## src/rtl/gate_unit_arbiter.sv

```systemverilog
// Round-robin arbiter in front of one shared AND/OR/XOR/NAND unit; the result is registered with the winner's id.
// Latency: the result appears with rsp_valid one cycle after the request transfer; back-to-back rate is 1 per cycle.
// Backpressure: while a result is held and rsp_ready is low, no grant is issued and the result and pointer stay frozen.
module gate_unit_arbiter #(
  parameter int NUM_REQ = 4,
  parameter int WIDTH   = 8
) (
  input  logic                       clk,
  input  logic                       rst_n,
  input  logic [NUM_REQ-1:0]         req_valid,
  output logic [NUM_REQ-1:0]         req_ready,
  input  logic [NUM_REQ*WIDTH-1:0]   req_a,
  input  logic [NUM_REQ*WIDTH-1:0]   req_b,
  input  logic [NUM_REQ*2-1:0]       req_op,
  output logic                       rsp_valid,
  input  logic                       rsp_ready,
  output logic [WIDTH-1:0]           rsp_y,
  output logic [$clog2(NUM_REQ)-1:0] rsp_id
);

  localparam int IDW = $clog2(NUM_REQ);
  // One extra bit so rr_ptr + offset never overflows before the modulo fold.
  localparam logic [IDW:0] NUM_REQ_W = (IDW+1)'(NUM_REQ);
  localparam logic [IDW-1:0] LAST_ID = IDW'(NUM_REQ - 1);

  typedef enum logic {
    S_IDLE = 1'b0,
    S_HOLD = 1'b1
  } state_t;

  localparam logic [1:0] OP_AND  = 2'b00;
  localparam logic [1:0] OP_OR   = 2'b01;
  localparam logic [1:0] OP_XOR  = 2'b10;
  localparam logic [1:0] OP_NAND = 2'b11;

  state_t           state_q, state_d;
  logic [WIDTH-1:0] rsp_y_q, rsp_y_d;
  logic [IDW-1:0]   rsp_id_q, rsp_id_d;
  logic [IDW-1:0]   rr_ptr_q, rr_ptr_d;

  logic             any_valid;
  logic             can_issue;
  logic             issue;
  logic [IDW-1:0]   win;
  logic [IDW:0]     probe_sum;
  logic [IDW-1:0]   probe_idx;
  logic [WIDTH-1:0] a_sel;
  logic [WIDTH-1:0] b_sel;
  logic [1:0]       op_sel;
  logic [WIDTH-1:0] y_calc;

  // Rotating priority search: first valid requester starting at rr_ptr, wrapping mod NUM_REQ.
  always_comb begin
    any_valid = 1'b0;
    win       = '0;
    probe_sum = '0;
    probe_idx = '0;
    for (int k = 0; k < NUM_REQ; k++) begin
      probe_sum = {1'b0, rr_ptr_q} + (IDW+1)'(k);
      if (probe_sum >= NUM_REQ_W) begin
        probe_sum = probe_sum - NUM_REQ_W;
      end
      probe_idx = probe_sum[IDW-1:0];
      if (!any_valid && req_valid[probe_idx]) begin
        any_valid = 1'b1;
        win       = probe_idx;
      end
    end
  end

  // A grant may go out when nothing is held, or when the held result leaves this cycle.
  always_comb begin
    can_issue = (state_q == S_IDLE) || ((state_q == S_HOLD) && rsp_ready);
    issue     = rst_n && can_issue && any_valid;
    req_ready = '0;
    for (int i = 0; i < NUM_REQ; i++) begin
      if (issue && (win == IDW'(i))) begin
        req_ready[i] = 1'b1;
      end
    end
  end

  // Select the winner's operand pair and opcode out of the packed request buses.
  always_comb begin
    a_sel  = '0;
    b_sel  = '0;
    op_sel = OP_AND;
    for (int i = 0; i < NUM_REQ; i++) begin
      if (win == IDW'(i)) begin
        a_sel  = req_a[i*WIDTH +: WIDTH];
        b_sel  = req_b[i*WIDTH +: WIDTH];
        op_sel = req_op[i*2 +: 2];
      end
    end
  end

  // Shared bitwise gate datapath; no carries, result is exactly WIDTH bits.
  always_comb begin
    y_calc = '0;
    case (op_sel)
      OP_AND:  y_calc = a_sel & b_sel;
      OP_OR:   y_calc = a_sel | b_sel;
      OP_XOR:  y_calc = a_sel ^ b_sel;
      OP_NAND: y_calc = ~(a_sel & b_sel);
      default: y_calc = '0;
    endcase
  end

  // Next-state: capture on a grant, drain to IDLE when the result leaves with nothing waiting.
  always_comb begin
    state_d  = state_q;
    rsp_y_d  = rsp_y_q;
    rsp_id_d = rsp_id_q;
    rr_ptr_d = rr_ptr_q;
    if (issue) begin
      state_d  = S_HOLD;
      rsp_y_d  = y_calc;
      rsp_id_d = win;
      rr_ptr_d = (win == LAST_ID) ? '0 : win + IDW'(1);
    end else if ((state_q == S_HOLD) && rsp_ready) begin
      state_d = S_IDLE;
    end
  end

  // FSM and result registers; reset drops any held result and restarts priority at requester 0.
  always_ff @(posedge clk) begin
    if (!rst_n) begin
      state_q  <= S_IDLE;
      rsp_y_q  <= '0;
      rsp_id_q <= '0;
      rr_ptr_q <= '0;
    end else begin
      state_q  <= state_d;
      rsp_y_q  <= rsp_y_d;
      rsp_id_q <= rsp_id_d;
      rr_ptr_q <= rr_ptr_d;
    end
  end

  assign rsp_valid = (state_q == S_HOLD);
  assign rsp_y     = rsp_y_q;
  assign rsp_id    = rsp_id_q;

endmodule
```

## config.mk

```make
export PLATFORM = sky130hd
export DESIGN_NAME = gate_unit_arbiter
export DESIGN_NICKNAME = d
export VERILOG_FILES = /design/src/rtl/gate_unit_arbiter.sv
export SDC_FILE = /design/constraint.sdc
export NUM_CORES = 1
export LEC_CHECK = 0
export ABC_AREA = 1
export CAP_MARGIN = 20
export CORE_ASPECT_RATIO = 0.9
export CORE_MARGIN = 2
export CORE_UTILIZATION = 45
export DETAILED_ROUTE_END_ITERATION = 7
export MAX_ROUTING_LAYER = met4
export PLACE_DENSITY_LB_ADDON = 0.3
export SLEW_MARGIN = 20
export SYNTH_ARGS = -nofsm -noshare
export SYNTH_HDL_FRONTEND = slang
export SYNTH_SLANG_ARGS = --single-unit
```

## constraint.sdc

```tcl
create_clock -name clk -period 6.2 [get_ports clk]
set_input_delay 0.62 -clock clk [delete_from_list [all_inputs] [get_ports clk]]
set_output_delay 0.62 -clock clk [all_outputs]
set_load 0.02 [all_outputs]
```

==> flow_summary.toml <==
[status]
status = "finished clean"

[timing]
setup_violations = 0
fin_setup_tns_ns = 0
hold_viol_final = 0
slew_violations = 0
clock.fmax_mhz = 230
maxSlewHeadroom = 0.435
worst_pin_slew_ns = 0.848
rsz0062_at_grt = "no"
period_needed_ns = 4.35
skew_ns = 0.000571
finalCritPeriodShare = 0.701

[worst_setup_path]
worstRegToRegCells = 21
cp_data_required_time_ns = 5.58
end_kind = "primary output"
cp_data_arrival_time_ns = 3.73
cp_num_buf_inv = 5
setup.worst_path.end = "req_ready[3]"
r2r_start = "rr_ptr_q[0]$_SDFFE_PN0P_"
r2r_slack_ns = 2.40
crit_chain = "clkdlybuf4s50_1, nand2_1, nand2_1, inv_1, nand2_1, o21ai_1, nand3b_1, nand3_1, nand2_1, inv_1, ha_1, inv_2, nor2_1, clkdlybuf4s50_1"
slowest_stage = "ha_1"
setup.worst_path.start = "req_valid[0]"
rr_endpoint = "rsp_y[2]$_SDFFE_PN0P_"
path_depth = 14
start_kind = "input pin"
crit_type = "in -> out"
cp_common_cell = "nand2_1"
crit_fanout = 27
slowest_delay_ns = 0.71
cpLargestDelayFamily = "buffers and inverters"

[synthesis]
ys.flop_type = "dfxtp_1"
synth_seq_cells = 13
syn_nets = 463
synth_fa_ha_area_frac = 0.120
synthMuxAreaShare = 0
yosys_warnings = 0
synthCells = 364
ys_seq_area_frac = 0.125
synthSimpleGateAreaFrac = 0.406
async_reset_ff_frac = 0
yosysMostFrequentCell = "nand2_1"
synth_top_family_by_area = "simple AND/OR/NAND/NOR gates"
synth.avg_cell_area_um2 = 5.74
synth-edff-count = 0
synth_top_area_share = 0.160
synth.largest_area_cell = "nand2_1"
netlist_area_um2 = 2090
synth_area_leaders = "nand2_1 16%, dfxtp_1 12%, ha_1 12%"
synth_cell_types = 28
synth_commonest_cells = "89 x nand2_1, 49 x inv_1, 41 x nand3_1, 41 x nor2_1, 26 x a21oi_1"
synth_compound_area_frac = 0.181
synth_xor_area_frac = 0

[drt]
wl_per_cell_um = 11.3
vias = 2443
drt_iter0_markers = 82
dr.pass1.iters = 4
wl_um = 5680
drc = 0
viasPerCell = 4.86
ant_nets = 0

[global_routing]
grt_usage = 0.238
grt-ovfl-total = 0
grt_max_degree = 28
first_global_vias = 2383
grt_pass1_wl_um = 9650
antenna_found_initial = 0

[layout]
stdcell_area_um2 = 3010
syn2layout_area_growth_pct = 43.9
n_fill_cell = 435
antenna_cells = 0
drive_gt1_frac = 0.0658
fin_nets = 541

[min_path]
hp-start = "rsp_y[7]$_SDFFE_PN0P_"
hold_class = "reg -> reg"

[die]
die_y_um = 68.6
core_area_um2 = 4460
die_w_um = 75.8
ios = 94
start_util = 0.468
die_area_um2 = 5200
placement_rows = 23

[cts]
cts_root_buf = "clkbuf_8"
cts_tree = "done"
path_clk_slew_ns = 0.05
ctsHoldBuffers = 0
cts_buffers = 3
h-tree-depth = 1
cts.sinks = 13
clk_latency_ns = 0.24
cts_resized = 0
cts_setup_buffers = 0
clk_path_buf_depth = 2

[run]
cap_violations = 0

[place]
postPlaceCellArea_um2 = 2960
io_buffer_count = 93
dp_hpwl_um = 4580
gp_congestion = 0.876
==> worst min-delay path by stage <==
stage / endpoint / depth (start not counted)
after global routing: rsp_y[3]$_SDFFE_PN0P_ / 2
after global placement: rsp_y[7]$_SDFFE_PN0P_ / 2
after detailed placement: rsp_y[1]$_SDFFE_PN0P_ / 2
after CTS: rsp_y[3]$_SDFFE_PN0P_ / 2
final: rsp_y[7]$_SDFFE_PN0P_ / 2
after floorplan: rr_ptr_q[1]$_SDFFE_PN0P_ / 2
==> per-layer routing <==
metal	track usage	part of all wire	up-vias
li1	-	-	1304
met1	0.279	0.46	1079
met2	0.447	0.50	56
met3	0.0305	0.040	4
met4	0.0219	0.0069	0
met5	-	0	-
==> logic make-up (layout without fill, tap and decap cells) <==
kind of cell / count (synthesis) / in the layout
AOI/OAI and AO/OA: 65 / 65
and+or+nand+nor: 190 / 190
DFF: 13 / 13
adders and majority gates: 20 / 20
buffers and inverters: 76 / 153
==> flip-flops by register name, summed over array words and instances, names as in the netlist <==
register   flops
rsp_id         2
rsp_valid      1
rsp_y          8
rr_ptr_q       2
==> tightest hold or removal path: cells and delay by family, from the launching register on <==
kind               cells  cell delay (ns)
DFF                    1             0.31
and+or+nand+nor        1             0.06
AOI/OAI and AO/OA      1             0.05
==> through the flow <==
step                      cells  hold WS (ns)  worst slack (ns)  utilization
after floorplan             364         0.517              3.11            -
after global placement      499         0.463              1.95        0.664
after detailed placement    499         0.465              1.84        0.664
after CTS                   503         0.476              1.85        0.674
after global routing        503         0.487              1.49        0.674
final                       503         0.471              1.85        0.674
==> layout by cell type, fill, tap and decap left out, types with 2 or more instances in the layout <==
cell and n:
o21ai_1 4, dfxtp_1 13, nand2_1 89, inv_1 49, ha_1 20, a21oi_2 3
nand2_4 2, clkdlybuf4s50_1 93, o21a_1 8, inv_2 5, nor2_1 41, nand2_2 13
nand3_1 41, clkbuf_8 3, a22oi_1 8, a21oi_1 26, o21ai_0 15
==> area by class of cell <==
class | count | area, um2 | share of cell area
Multi-Input combinational cell | 275 | 1480 | 0.491
Timing Repair Buffer | 93 | 931 | 0.310
Sequential cell | 13 | 260 | 0.0866
Inverter | 56 | 215 | 0.0716
Tap cell | 62 | 77.6 | 0.0258
Clock buffer | 4 | 45.0 | 0.0150
Power is not shown: default switching activity piles up to over one toggle a cycle in this logic, so the estimate is an artifact.
